--- config.mk ---
export PLATFORM = sky130hd
export DESIGN_NAME = m_div_ctrl
export DESIGN_NICKNAME = d
export VERILOG_FILES = /design/src/rtl/m_div_ctrl.sv
export SDC_FILE = /design/constraint.sdc
export NUM_CORES = 1
export LEC_CHECK = 0
export BUFFER_PORTS_ARGS = -buffer_cell sky130_fd_sc_hd__buf_2
export CAP_MARGIN = 30
export CORE_UTILIZATION = 45
export CTS_CLUSTER_SIZE = 10
export DETAILED_ROUTE_END_ITERATION = 10
export PLACE_DENSITY = 0.78
export SETUP_SLACK_MARGIN = 0.15
export SLEW_MARGIN = 20
export SYNTH_ARGS = -nofsm -noshare
export SYNTH_HDL_FRONTEND = slang
export SYNTH_SLANG_ARGS = --single-unit
--- constraint.sdc ---
create_clock -name clk -period 2.66 [get_ports clk]
set_input_delay 0.532 -clock clk [delete_from_list [all_inputs] [get_ports clk]]
set_output_delay 0.532 -clock clk [all_outputs]
set_load 0.005 [all_outputs]
--- src/rtl/m_div_ctrl.sv ---
// Sequencing controller for the iterative restoring divider (DIV/DIVU/REM/REMU).
// Drives the datapath R/D/Z mux selects and applies sign, divide-by-zero and overflow rules.
`ifndef MUX_R_LENGTH
`define MUX_R_LENGTH 2
`endif
`ifndef MUX_D_LENGTH
`define MUX_D_LENGTH 2
`endif
`ifndef MUX_Z_LENGTH
`define MUX_Z_LENGTH 2
`endif
`ifndef MUX_R_KEEP
`define MUX_R_KEEP     2'd0
`define MUX_R_A        2'd1
`define MUX_R_A_NEG    2'd2
`define MUX_R_SUB_KEEP 2'd3
`endif
`ifndef MUX_D_KEEP
`define MUX_D_KEEP  2'd0
`define MUX_D_B     2'd1
`define MUX_D_B_NEG 2'd2
`define MUX_D_SHR   2'd3
`endif
`ifndef MUX_Z_KEEP
`define MUX_Z_KEEP    2'd0
`define MUX_Z_ZERO    2'd1
`define MUX_Z_SHL_ADD 2'd2
`endif

module m_div_ctrl #(
  parameter int XLEN  = 32,
  parameter int ITERS = 32
) (
  input  logic                     clk,
  input  logic                     resetn,
  input  logic                     start,
  input  logic [1:0]               op,
  input  logic [XLEN-1:0]          rs1,
  input  logic [XLEN-1:0]          rs2,
  input  logic [XLEN-1:0]          R,
  input  logic [XLEN-1:0]          Z,
  output logic [`MUX_R_LENGTH-1:0] mux_R,
  output logic [`MUX_D_LENGTH-1:0] mux_D,
  output logic [`MUX_Z_LENGTH-1:0] mux_Z,
  output logic                     busy,
  output logic                     done,
  output logic [XLEN-1:0]          result
);

  // state | meaning
  // IDLE  | waiting for start; special cases answered here directly
  // LOAD  | datapath loads |dividend|, |divisor|, clears quotient
  // ITER  | one restoring-division step per cycle, ITERS cycles
  // FIN   | sign-correct and register the result, pulse done
  typedef enum logic [1:0] {IDLE, LOAD, ITER, FIN} state_t;

  localparam int CW = $clog2(ITERS);
  localparam logic [CW-1:0]   LAST    = CW'(ITERS - 1);
  localparam logic [XLEN-1:0] INT_MIN = {1'b1, {(XLEN-1){1'b0}}};
  localparam logic [1:0] OP_DIV = 2'b00, OP_DIVU = 2'b01, OP_REM = 2'b10;

  state_t          state_q, state_d;
  logic [CW-1:0]   cnt_q, cnt_d;
  logic [1:0]      op_q, op_d;
  logic            nega_q, nega_d, negb_q, negb_d;
  logic            busy_q, busy_d, done_q, done_d;
  logic [XLEN-1:0] result_q, result_d;

  logic div_zero, ovf;
  assign div_zero = (rs2 == '0);
  assign ovf      = ~op[0] && (rs1 == INT_MIN) && (rs2 == '1);

  always_ff @(posedge clk) begin
    if (!resetn) begin
      state_q  <= IDLE;
      cnt_q    <= '0;
      op_q     <= '0;
      nega_q   <= 1'b0;
      negb_q   <= 1'b0;
      busy_q   <= 1'b0;
      done_q   <= 1'b0;
      result_q <= '0;
    end else begin
      state_q  <= state_d;
      cnt_q    <= cnt_d;
      op_q     <= op_d;
      nega_q   <= nega_d;
      negb_q   <= negb_d;
      busy_q   <= busy_d;
      done_q   <= done_d;
      result_q <= result_d;
    end
  end

  always_comb begin
    state_d = state_q;
    case (state_q)
      IDLE:    if (start && !div_zero && !ovf) state_d = LOAD;
      LOAD:    state_d = ITER;
      ITER:    if (cnt_q == LAST) state_d = FIN;
      FIN:     state_d = IDLE;
      default: state_d = IDLE;
    endcase
  end

  always_comb begin
    cnt_d    = cnt_q;
    op_d     = op_q;
    nega_d   = nega_q;
    negb_d   = negb_q;
    busy_d   = busy_q;
    done_d   = 1'b0;
    result_d = result_q;
    case (state_q)
      IDLE: begin
        if (start) begin
          if (div_zero) begin
            result_d = op[1] ? rs1 : '1;
            done_d   = 1'b1;
          end else if (ovf) begin
            result_d = op[1] ? '0 : INT_MIN;
            done_d   = 1'b1;
          end else begin
            busy_d = 1'b1;
            op_d   = op;
            nega_d = ~op[0] & rs1[XLEN-1];
            negb_d = ~op[0] & rs2[XLEN-1];
          end
        end
      end
      LOAD: cnt_d = '0;
      ITER: cnt_d = cnt_q + 1'b1;
      FIN: begin
        case (op_q)
          OP_DIV:  result_d = (nega_q ^ negb_q) ? -Z : Z;
          OP_DIVU: result_d = Z;
          OP_REM:  result_d = nega_q ? -R : R;
          default: result_d = R;
        endcase
        done_d = 1'b1;
        busy_d = 1'b0;
      end
      default: ;
    endcase
  end

  always_comb begin
    mux_R = `MUX_R_KEEP;
    mux_D = `MUX_D_KEEP;
    mux_Z = `MUX_Z_KEEP;
    case (state_q)
      LOAD: begin
        mux_R = nega_q ? `MUX_R_A_NEG : `MUX_R_A;
        mux_D = negb_q ? `MUX_D_B_NEG : `MUX_D_B;
        mux_Z = `MUX_Z_ZERO;
      end
      ITER: begin
        mux_R = `MUX_R_SUB_KEEP;
        mux_D = `MUX_D_SHR;
        mux_Z = `MUX_Z_SHL_ADD;
      end
      default: ;
    endcase
  end

  assign busy   = busy_q;
  assign done   = done_q;
  assign result = result_q;

endmodule

---- Yosys cells after proc, flatten, opt, wreduce, memory -nomap -nowiden ----
Cells that the tools add are included.
cells by class
  add/subtract/negate cells ............... 3
  equality and inequality tests ........... 14
  mux-type cells .......................... 26
  bitwise logic cells ..................... 6
  reductions and logical operators ........ 15
operators with widths
  cell                  count
  $mux 32               7
  $pmux 32 s3           1
  $eq 32x32->1 const B  2
  $neg 32->32           2
  $pmux 32 s2           1
  $logic_not 32->1      1
  $pmux 2 s2            3
  $ne 2x2->1 const B    5
  $pmux 5 s2            1
  $mux 2                4
  $pmux 2 s4            1
  $reduce_and 4->1      2
  $eq 2x2->1 const B    3
  $mux 1                6
  $add 5x1->5 const B   1
  $eq 5x5->1 const B    1
  $eq 2x1->1 const B    2
  $logic_and 1x1->1     4
  $logic_not 2->1       2
  $pmux 1 s2            2
  $reduce_bool 2->1     2
  $ne 3x3->1 const B    1
  $not 1->1             3
  $reduce_and 3->1      1
  other kinds (4)       6
word-level totals
  bits in registers ....................... 45
  output and inout bits ................... 40
  word-level logic and storage cells ...... 72

---- Logic depth before layout (Yosys ltp) ----
  depth in word-level cells ............... 7
  gate-level depth with buffers ........... 9

---- Worst setup path before layout ----
No wires, ideal clock.
  path type ............................... input to register
  start point ............................. input port R[1]
  end point ............................... register result_q[31], in the netlist result[31]
  setup time .............................. 129 ps
  arrival time ............................ 2547 ps
  required time ........................... 2531 ps
  path slack .............................. -17 ps
  stages on the path ...................... 6
  buffers on the path ..................... 0
  path through ............................ nor4_1 > nand4b_1 > nor4_1 > mux2_2 > a221oi_1 > a31oi_1
on the way
  cells in the longest elaborated chain, start to end .. 4
ends and longest elaborated chain
  what                  RTL line  source
  start, declared       40        input logic [XLEN-1:0] R,
  $neg 32->32           137       OP_REM: result_d = nega_q ? -R : R;
  $mux 32               137
  $pmux 32 s3           134       case (op_q)
  $pmux 32 s2           114       case (state_q)
  end signal, assigned  91        result_q <= result_d;
  end, declared         67        logic [XLEN-1:0] result_q, result_d;
No other way between the ends.
A chain may end at the register's enable or synchronous reset.

---- Worst setup path after layout ----
  start point ............................. input port rs1[7]
  end point ............................... register result_q[0], in the netlist result[0]
on the way
  cells in the longest elaborated chain, start to end .. 5
ends and longest elaborated chain
  what                            RTL line  source
  start, declared                 38        input logic [XLEN-1:0] rs1,
  $eq 32x32->1                    71        assign ovf = ~op[0] && (rs1 == INT_MIN) && (rs2 == '1);
  $logic_and 1x1->1 (2 in a row)  71
  $ne 3x3->1 (no line)            -
  $reduce_and 3->1 (no line)      -
No other way between the ends.

==> results.md <==
- Outcome: complete, no violations
- CP arrival: 2700 ps
- Worst-margin pin slew: 486.5 ps
- Hold Vio Cnt, Final: 0
- Flop2flop setup slack: 380 ps
- Initial drt markers: 458
- CTS clock-pin slew for the worst setup and hold paths: 100 ps
- Core area: 9415 sq um
- Tmin final: 2484 ps
- YS warnings: 0
- Synth Register Bits: 45
- Worst R2R End: result[13]$_SDFFE_PN0P_
- Setup_tns: 0 ps
- Post-DP HPWL: 14980 um
- Synth Cell Area: 4449 sq um
- Highest clock rate: 402.5 MHz
- GRT overflow: 0
- Initial antenna violation count: 0
- Synthesized area per cell: 7.270 sq um
- Post-route ant nets: 0
- CP max FO: 7
- Design area: 6171 sq um
- Initial Utilization: 47.26%
- Worst VDD drop: 0.0003002 V
- Power, Total: 2756 uW
- Worst reg2reg path startpoint: nega_q$_SDFFE_PN0P_
- CTS max path bufs: 2
- RSZ-0062 raised after global routing: yes
- Num rows: 35
- Cells after synthesis: 612
- Post-Syn Nets: 755
- Primary FF master, synth: dfxtp_1
- Total CTS buffers: 5
- FF-to-FF path depth: 6
- CTS tree: built
- Worst skew pair latency: 310 ps
- PwrDens: 446.6 nW/um^2
- Final Net Count: 971
- Drt wl/cell: 19.61 um
- DR vias/cell: 6.184
- Worst slew margin: 67.14%
- Post-synth EDFFs: 0
- Layout cell share with drive strength beyond 1: 35.71%
- Critical Path End: result[0]$_SDFFE_PN0P_
- Hold Buf Count CTS: 0
- First-pass GRT wire length: 28270 um
- LEAKAGE: 0.002620 uW
- Die H: 101.4 um
- Port Buffers: 172
- DP Area: 5859 sq um
- Critical path launch point: rs1[7]
- H-tree levels: 2
- Final setup vio count: 0
- Fin crit share: 93.40%
- CP startpoint kind: primary input
- Die X: 101.4 um
- Final WL: 18790 um
- Hold Crit Class: flop to flop
- Clk sink count: 45
- Gp weighted congestion: 0.9985
- First-pass DRT Iterations: 5
- Vias in the first global route: 5564
- Hold depth: 2
- DRC Markers: 0
- Register area share after synthesis: 20.25%
- Clock tree root driver cell: clkbuf_8
- Boundary Pins: 173
- Post-synth cell types: 70
- CP required: 2880 ps
- GRT Total Usage: 35.91%
- Die area: 10290 sq um
- CP endpoint kind: flop
- Clock Skew: 6.369 ps
- Ys async rst share: 0%
- Via count: 5924
- WS Path Type: primary input to flop
- N_diodes: 0
- Synth-to-Final Area Change: 38.70%
- Largest net degree at the start of global routing: 34
- Final slew viol count: 0
- Max cap viols: 0
[repair_timing]
| action | CTS | global route |
|---|---|---|
| setup endpoints to repair | 2 | 29 |
| gates resized for setup | 1 | 29 |
| buffers inserted | 1 | 3 |
| pin swaps | 1 | 1 |
| hold endpoints to repair | 0 | 0 |
| cloned | 1 | 2 |
[logic make-up after synthesis]
kind of cell             Yosys count  synth area share [%]
AO/OA/AOI/OAI                    209                 30.62
XOR/XNOR                          43                 8.465
adder cells (fa/ha/maj)           10                 2.812
buffers and inverters             61                 6.130
flip-flops                        45                 20.25
multiplexers                      11                 2.559
AND/OR/NAND/NOR                  233                 29.16
[metal layers]
| metal | vias up | routed length [um] | part of all wire, % | GRT usage, % |
|---|---|---|---|---|
| met5 | - | 0 | 0 | 0 |
| li1 | 2773 | - | - | - |
| met1 | 2750 | 8017 | 43 | 46.29 |
| met2 | 352 | 8615 | 46 | 61.43 |
| met4 | 0 | 557 | 3.0 | 12.15 |
| met3 | 49 | 1596 | 8.5 | 5.038 |
[per-stage QoR]
stage	utilization, %	hold WS [ps]	std cells	setup WS, ps
floorplan	-	449.7	612	73.94
global placement	62.23	462.1	943	-103.7
detailed placement	62.23	486.0	943	-183.6
CTS	63.91	496.8	953	151.4
global route	65.54	523.0	958	84.62
finish	65.54	495.9	958	175.6
[layout make-up]
| cell class | count | area, sq um |
|---|---|---|
| clock buffers | 5 | 68.82 |
| fillers | 861 | 3244 |
| repair buffers | 251 | 1514 |
| inverters | 18 | 67.56 |
| multi-input cells | 507 | 3390 |
| clock inverters | 3 | 68.82 |
| flip-flops and latches | 45 | 900.9 |
| well taps | 129 | 161.4 |
[sequential cells by signal, indices dropped and copies added, names as in the netlist]
name and cells:
busy 1, cnt_q 5, done 1, nega_q 1, negb_q 1, op_q 2
result 32, state_q 2
[power breakdown]
part / leakage [uW] / total [uW] / internal [uW] / switching (uW)
clock: 0.0000687 / 648 / 379 / 270
combinational: 0.00219 / 1300 / 550 / 751
sequential: 0.000364 / 806 / 741 / 65.2
total: 0.00262 / 2760 / 1670 / 1090
[Yosys cell counts (all sizes together) (5+ instances only)]
master  number  area (sq um)
mux2i        8         80.08
o211ai      16         120.1
o21ai       62         310.3
nor2        41         153.9
a31oi       33         206.5
or3         10         62.56
xnor2       22         192.7
nand4       10         62.56
dfxtp       45         900.9
nor4        24         180.2
inv         16         60.06
or4          9         71.32
and3         8         50.05
nand3       12         60.06
nand4b       6         52.55
xor2        21         183.9
o21a         6         45.04
o41ai        7         61.31
nand2       52         195.2
a311oi       6         52.55
buf          9         77.57
nor2b        6         37.54
ha          10         125.1
o31ai        5         42.54
nand2b      10         62.56
clkbuf      34         127.6
nor3        20         105.1
a21oi       34         170.2
a221oi       5         43.79
[how the worst min path moves through the flow]
stage	from	end	slack, ps
global placement	cnt_q[4]$_SDFFE_PN0P_	cnt_q[4]$_SDFFE_PN0P_	460
global route	op[0]	op_q[0]$_SDFFE_PN0P_	520
detailed placement	cnt_q[4]$_SDFFE_PN0P_	cnt_q[4]$_SDFFE_PN0P_	490
CTS	cnt_q[4]$_SDFFE_PN0P_	cnt_q[4]$_SDFFE_PN0P_	500
floorplan	cnt_q[4]$_SDFFE_PN0P_	cnt_q[4]$_SDFFE_PN0P_	450
finish	cnt_q[4]$_SDFFE_PN0P_	cnt_q[4]$_SDFFE_PN0P_	500
[cells in the final DEF (no fill, tap or decap), types with 21 or more instances in the layout]
cell type	netlist	final
xnor2_1	22	22
dfxtp_1	45	45
nand2_1	52	51
nor2_1	41	37
a21oi_1	34	34
a31oi_1	33	32
buf_4	0	73
xor2_1	21	21
o21ai_0	60	53
buf_2	5	171
[critical path, cell delays in order]
cell	delay, ps
buf_2	110
or4b_4	510
or4_4	510
nor4_4	200
buf_4	190
a21o_4	220
buf_12	150
nor2_4	30
a311oi_2	240
Note: power is estimated with default switching activity, not from simulation.
